## config.mk

```make
export PLATFORM = sky130hd
export DESIGN_NAME = alu_exec_cc
export DESIGN_NICKNAME = d
export VERILOG_FILES = /design/src/rtl/alu_exec_cc.sv
export SDC_FILE = /design/constraint.sdc
export NUM_CORES = 1
export LEC_CHECK = 0
export BUFFER_PORTS_ARGS = -buffer_cell sky130_fd_sc_hd__buf_2
export CAP_MARGIN = 30
export CORE_MARGIN = 2
export CORE_UTILIZATION = 30
export DETAILED_ROUTE_END_ITERATION = 12
export SLEW_MARGIN = 15
export SYNTH_ARGS = -nofsm -noshare
export SYNTH_HDL_FRONTEND = slang
export SYNTH_SLANG_ARGS = --single-unit
```

## constraint.sdc

```tcl
create_clock -name clk -period 5.6 [get_ports clk]
set_clock_uncertainty 0.1 [all_clocks]
set_input_delay 1.12 -clock clk [delete_from_list [all_inputs] [get_ports clk]]
set_output_delay 1.12 -clock clk [all_outputs]
set_load 0.02 [all_outputs]
```

## src/rtl/alu_exec_cc.sv

```systemverilog
// Execute-stage ALU wrapper for Y86-64 OPq instructions plus the local 64-bit adder.
//
// adder_64 ports:
//   a, b     : 64-bit addends
//   cin      : carry in (1 turns a + ~x into a subtraction)
//   sum      : a + b + cin, modulo 2^64
//
// alu_exec_cc ports:
//   clk, rst         : clock, synchronous active-high reset
//   in_valid/ready   : request handshake (in_ready = !out_valid | out_ready)
//   ifun             : 0 addq, 1 subq, 2 andq, 3 xorq, others invalid
//   val_a, val_b     : operands; result is val_b OP val_a
//   set_cc           : update ZF/SF/OF with this op's flags
//   cond_fn          : jXX/cmovXX condition, evaluated against the pre-op CC
//   out_valid/ready  : result handshake towards the memory stage
//   val_e, cnd       : registered result and condition outcome
//   out_err          : registered invalid-ifun flag
//   cc_zf/sf/of      : architectural condition-code register

module adder_64 (
  input  logic [63:0] a,
  input  logic [63:0] b,
  input  logic        cin,
  output logic [63:0] sum
);
  assign sum = a + b + 64'(cin);
endmodule

module alu_exec_cc #(
  parameter int unsigned W = 64
) (
  input  logic         clk,
  input  logic         rst,
  input  logic         in_valid,
  output logic         in_ready,
  input  logic [3:0]   ifun,
  input  logic [W-1:0] val_a,
  input  logic [W-1:0] val_b,
  input  logic         set_cc,
  input  logic [3:0]   cond_fn,
  output logic         out_valid,
  input  logic         out_ready,
  output logic [W-1:0] val_e,
  output logic         cnd,
  output logic         out_err,
  output logic         cc_zf,
  output logic         cc_sf,
  output logic         cc_of
);

  localparam int unsigned MSB = W - 1;

  typedef enum logic {EMPTY, FULL} state_t;

  state_t       state;
  logic         accept;
  logic         is_sub;
  logic         op_ok;
  logic [W-1:0] add_b;
  logic [W-1:0] add_sum;
  logic [W-1:0] res;
  logic         f_zf;
  logic         f_sf;
  logic         f_of;
  logic         cnd_next;

  assign out_valid = (state == FULL);
  assign in_ready  = (state == EMPTY) | out_ready;
  assign accept    = in_valid & in_ready;

  // Subtraction is val_b + ~val_a + 1 through the shared adder.
  assign is_sub = (ifun == 4'd1);
  assign add_b  = is_sub ? ~val_a : val_a;

  adder_64 u_adder (
    .a   (val_b),
    .b   (add_b),
    .cin (is_sub),
    .sum (add_sum)
  );

  // Result and flag generation for the op being offered this cycle.
  always_comb begin
    res   = '0;
    op_ok = 1'b1;
    f_of  = 1'b0;
    case (ifun)
      4'd0: begin
        res  = add_sum;
        f_of = (val_a[MSB] == val_b[MSB]) & (add_sum[MSB] != val_a[MSB]);
      end
      4'd1: begin
        res  = add_sum;
        f_of = (val_a[MSB] != val_b[MSB]) & (add_sum[MSB] != val_b[MSB]);
      end
      4'd2:    res = val_b & val_a;
      4'd3:    res = val_b ^ val_a;
      default: op_ok = 1'b0;
    endcase
    f_zf = (res == '0);
    f_sf = res[MSB];
  end

  // Condition evaluation uses the CC as it stands before this op commits.
  always_comb begin
    cnd_next = 1'b0;
    case (cond_fn)
      4'd0:    cnd_next = 1'b1;
      4'd1:    cnd_next = (cc_sf ^ cc_of) | cc_zf;
      4'd2:    cnd_next = cc_sf ^ cc_of;
      4'd3:    cnd_next = cc_zf;
      4'd4:    cnd_next = ~cc_zf;
      4'd5:    cnd_next = ~(cc_sf ^ cc_of);
      4'd6:    cnd_next = ~(cc_sf ^ cc_of) & ~cc_zf;
      default: cnd_next = 1'b0;
    endcase
  end

  // Output register, CC register and EMPTY/FULL state.
  always_ff @(posedge clk) begin
    if (rst) begin
      state   <= EMPTY;
      val_e   <= '0;
      cnd     <= 1'b0;
      out_err <= 1'b0;
      cc_zf   <= 1'b1;
      cc_sf   <= 1'b0;
      cc_of   <= 1'b0;
    end else if (accept) begin
      state   <= FULL;
      val_e   <= res;
      cnd     <= cnd_next;
      out_err <= ~op_ok;
      if (set_cc && op_ok) begin
        cc_zf <= f_zf;
        cc_sf <= f_sf;
        cc_of <= f_of;
      end
    end else if ((state == FULL) && out_ready) begin
      state <= EMPTY;
    end
  end

endmodule

```

### Word-level counts from Yosys, hierarchy flattened

Index checks and enable logic that the tools add are counted.

* input bits: 141
* register bits after elaboration: 70
* logic and storage cells: 52

* equal/unequal tests: 13
* $add $sub $neg: 2
* multiplexer cells: 7
* reductions and logical operators: 9
* bitwise operators: 14

Operators with widths (number)
* $pmux 64 s3: 1
* $add 64x1->64: 1
* $add 64x64->64: 1
* $and 64x64->64: 1
* $logic_not 64->1: 1
* $mux 64: 1
* $not 64->64: 1
* $xor 64x64->64: 1
* $eq 4x2->1 const B: 4
* $eq 4x3->1 const B: 3
* $eq 4x1->1 const B: 2
* $logic_not 4->1: 2
* $pmux 1 s7: 1
* $and 1x1->1: 4
* $not 1->1: 4
* $reduce_or 4->1: 1
* $mux 1: 3
* $ne 1x1->1: 3
* $logic_and 1x1->1: 2
* $or 1x1->1: 2
* $pmux 1 s2: 1
* $reduce_and 2->1: 1
* $reduce_bool 2->1: 1
* $reduce_or 2->1: 1
* 2 further kinds: 2

### Logic depth before layout (Yosys ltp)

* depth in word-level cells: 7
* depth in mapped cells: 20

### Hierarchy

From an unflattened synthesis, not the netlist that was laid out.

* cells, all modules: 1194
* area, all modules: 9218.8 µm²

Modules (own cells, without submodules)
* alu_exec_cc: area each 5491.5 µm², times used 1, cells each 661
* adder_64: area each 3727.3 µm², times used 1, cells each 533

### Worst setup path after synthesis

No wires, ideal clock.

* path type: in2reg
* start point: input port ifun[0]
* end point: register cc_zf
* library setup time: 0.059 ns
* stages on the path: 20
* path slack: -0.334 ns
* buffers on the path: 5
* arrival: 5.775 ns
* cell sequence: buf_2 > buf_1 > and3_1 > buf_4 > buf_1 > xor2_1 > ha_1 > and3_1 > buf_6 > a41oi_2 > o21ai_2 > a221o_1 > a41o_1 > a221o_2 > xnor3_1 > a31oi_1 > or4_4 > nor4_2 > nand4_1 > nand2_1

* longest elaborated chain between the ends: 6
* elaborated cells on any way between the ends: 14

Ends and longest elaborated chain
* start, declared: line 36 `input logic [3:0] ifun,`
* $eq 4x1->1: line 72, 87
* $mux 64: line 73 `assign add_b = is_sub ? ~val_a : val_a;`
* $add 64x64->64: line 26 `assign sum = a + b + 64'(cin);`
* $add 64x1->64: line 26
* $pmux 64 s3: line 87 `case (ifun)`
* $logic_not 64->1: line 100 `f_zf = (res == '0);`
* end signal, assigned: line 135 `cc_zf <= f_zf;`
* end, declared: line 46 `output logic cc_zf,`

Several ways; a longest one is shown, not always the timed one.
A chain may end at the register's enable or synchronous reset.

### Final worst setup path

* start point: input port ifun[3]
* end point: register cc_zf

The elaborated chain is that of the path after synthesis.

==> run metrics <==
final setup violating endpoints 0; Max stage delay cell, worst path o31ai_1; area of the multi-input gates 8570 µm²; FF+latch area 1400 µm²; cts bufs inserted 9; Max clock buf depth 2; Yosys cell types 76; # diodes 0; Final Util 0.399; pwr dens 191 nW/µm²; Synth Area in XOR/XNOR 0.0816; drt drc 0; Area growth syn-to-layout 32.0%; Mapped Cells 1408; worst vdd ir 0.134 mV; number of routed nets with antenna violations 0; startpoint types input pin; HP Class reg -> reg; number of port buffers 211; Initial Utilization 0.302; Yosys warning total 0; Worst slew margin 0.497; Post-Route WL 48200 µm; I/O pin total 212; flops & latches, synth 70; Max-Cap Viols 0; largest fanout on the critical path 7; WS Path Type in -> reg; top_reg_cell synth dfxtp_1; gr usage total 0.261; placer congestion estimate 1.01; CP Data Arrival Time 5.58 ns; cell mode on critical path buf_4; ys async rst share 0; post-synthesis mux area share 0.0798; Placement Setup Slack -0.228 ns; status completed; grt ovf 0; routed len/inst 21.7 µm; initial antenna violation count 0; Lkg Pwr 6.54 nW; final-layout fill cell count 3595; RSZ-0062 raised after global routing false; Root Driver clkbuf_16; final worst path period need 5.40 ns; main combinational cell family by area after synthesis compound AO/OA/AOI/OAI gates; Die H 190 µm; Iter 0 DRT Violations 906; share of layout cells above drive strength 1 0.281; Critical Path Sink Type flip-flop; FP Rows 68; post-synthesis adder-cell area fraction 0.169; Core Area 34300 µm²; vias in the first global route 12400; total clock sinks 70; routed via count 12500; DR pass1 iterations 6; period utilization 0.963; nets@finish 2041; max-slew violation count 0; number of flops mapped to enable cells by yosys 0; compound-gate portion of the synthesized area 0.260; worst slew pin tran 0.754 ns; first-pass GRT wire length 72400 µm; Resized cells post-CTS 0; worst-skew pair later-pin latency 0.34 ns; Vias/cell 5.62; area of the die 36100 µm²; Syn Nets 1688; Die X 190 µm; crit path cell chain buf_2 -> nor2_1 -> and3_4 -> buf_4 -> xor2_1 -> ha_1 -> buf_4 -> and4_1 -> and3_2 -> o21a_1 -> o31ai_1 -> buf_4 -> a21oi_1 -> buf_4 -> o2111ai_1 -> nand3_1 -> nor4_1 -> nand4_1 -> nor4_2 -> nand4_1 -> nand2_1; Final Hold Viols 0; setup ws final 0.205 ns; Avg Cell Area, Syn 7.36 µm²; DP HPWL 40200 µm; Seq/Total Area, Yosys 0.135; largest net degree at the start of global routing 73; Fmax 0.185 GHz; CTS tree yes; H-tree depth 3; Hold-fix buffers, CTS 0; max incr delay on CP 0.48 ns; Mapped Area 10400 µm²; Crit path required time 5.78 ns; Synth Area in Simple Gates 0.233; Post-CTS Repair Setup Buffers 0; Worst-path clk slew 0.06 ns
==> placed cells by master (no fill, tap or decap), drive strengths merged, types with 10 or more instances in the layout <==
cell / Yosys / routed
buf: 24 / 430
nor2: 172 / 172
ha: 138 / 138
a21oi: 116 / 116
nand2: 113 / 113
xor2: 73 / 73
o21ai: 71 / 71
dfxtp: 70 / 70
mux2i: 59 / 59
nand3: 42 / 42
nor3: 42 / 42
a211oi: 40 / 40
nand4: 40 / 40
a21o: 28 / 28
inv: 21 / 23
xnor2: 21 / 21
mux2: 21 / 21
o21a: 17 / 17
o21bai: 16 / 16
nand2b: 15 / 15
and3: 14 / 14
o211ai: 13 / 13
nor4: 13 / 13
or3: 12 / 12
a31oi: 11 / 11
o31ai: 10 / 10
and2: 10 / 10
clkbuf: 64 / 10
==> worst paths after layout <==
check	from	depth (start not counted)	endpoint	slack, ns
setup / recovery	ifun[3]	21	cc_zf	0.20
hold / removal	val_e[4]	2	val_e[4]	0.35
setup reg to reg	out_valid	14	cc_zf	1.70
hold reg to reg	val_e[4]	2	val_e[4]	0.35
==> sequential cells by signal, indices dropped and copies added (netlist names) <==
| name | cells |
|---|---|
| out_valid | 1 |
| val_e | 64 |
| cnd | 1 |
| cc_of | 1 |
| cc_zf | 1 |
| cc_sf | 1 |
| out_err | 1 |
==> power breakdown <==
part	leakage, nW	switching [mW]	internal (mW)
Combinational	5.82	0.850	0.611
Sequential	0.574	0.0189	0.528
Clock	0.149	0.246	0.360
==> cells in the mapped netlist (13+ instances only) <==
| master | instances | area share |
|---|---|---|
| xor2_1 | 73 | 0.062 |
| nand3_1 | 42 | 0.020 |
| o21a_1 | 17 | 0.012 |
| nand2b_1 | 15 | 0.0091 |
| mux2_2 | 21 | 0.023 |
| a21o_1 | 28 | 0.020 |
| mux2i_1 | 59 | 0.057 |
| xnor2_1 | 21 | 0.018 |
| nor3_1 | 42 | 0.020 |
| ha_1 | 138 | 0.17 |
| a211oi_1 | 40 | 0.029 |
| buf_1 | 13 | 0.0047 |
| nor2_1 | 172 | 0.062 |
| o21bai_1 | 16 | 0.012 |
| dfxtp_1 | 70 | 0.14 |
| o21ai_0 | 67 | 0.032 |
| and3_1 | 13 | 0.0078 |
| clkbuf_1 | 64 | 0.023 |
| nand4_1 | 40 | 0.024 |
| a21oi_1 | 115 | 0.056 |
| nand2_1 | 113 | 0.041 |
| inv_1 | 21 | 0.0076 |
| o211ai_1 | 13 | 0.0094 |
==> cells by family (layout without fill, tap and decap cells) <==
logic type | count (synthesis) | count (layout)
buf+inv | 109 | 467
xor+xnor | 95 | 95
simple gates | 509 | 509
compound gates | 406 | 406
mux | 80 | 80
fa+ha+maj | 139 | 139
flops | 70 | 70
==> per-stage QoR <==
stage / TNS [ns] / power, mW / std cells / instance area, µm² / hold WS (ns)
floorplan: 0 / 1.35 / 1408 / 10400 / 0.434
global placement: -0.357 / 1.98 / 2205 / 13300 / 0.344
detailed placement: -0.305 / 1.99 / 2205 / 13300 / 0.346
CTS: 0 / 2.60 / 2221 / 13700 / 0.354
global route: 0 / 2.76 / 2221 / 13700 / 0.376
finish: 0 / 2.61 / 2221 / 13700 / 0.352
==> worst max-delay path: cells and delay by family <==
family	cells	cell delay [ns]
AO/OA/AOI/OAI	4	0.86
XOR/XNOR	1	0.17
adder cells (fa/ha/maj)	1	0.30
buffers and inverters	5	0.85
AND/OR/NAND/NOR	10	2.24
==> final cells by class <==
type	instances	share of cell area
Tap cell	455	0.0416
Clock inverter	6	0.00503
Sequential cell	70	0.102
Inverter	21	0.00576
Timing Repair Buffer	430	0.201
Multi-Input combinational cell	1229	0.627
Clock buffer	10	0.0175
==> per-layer routing <==
metal | share of wire | up-vias | GRT usage
met5 | 0 | - | 0
met4 | 0.039 | 0 | 0.0978
li1 | - | 5955 | -
met2 | 0.48 | 506 | 0.454
met3 | 0.052 | 91 | 0.0240
met1 | 0.43 | 5931 | 0.334
No activity file was read; power rests on OpenSTA's default activity.
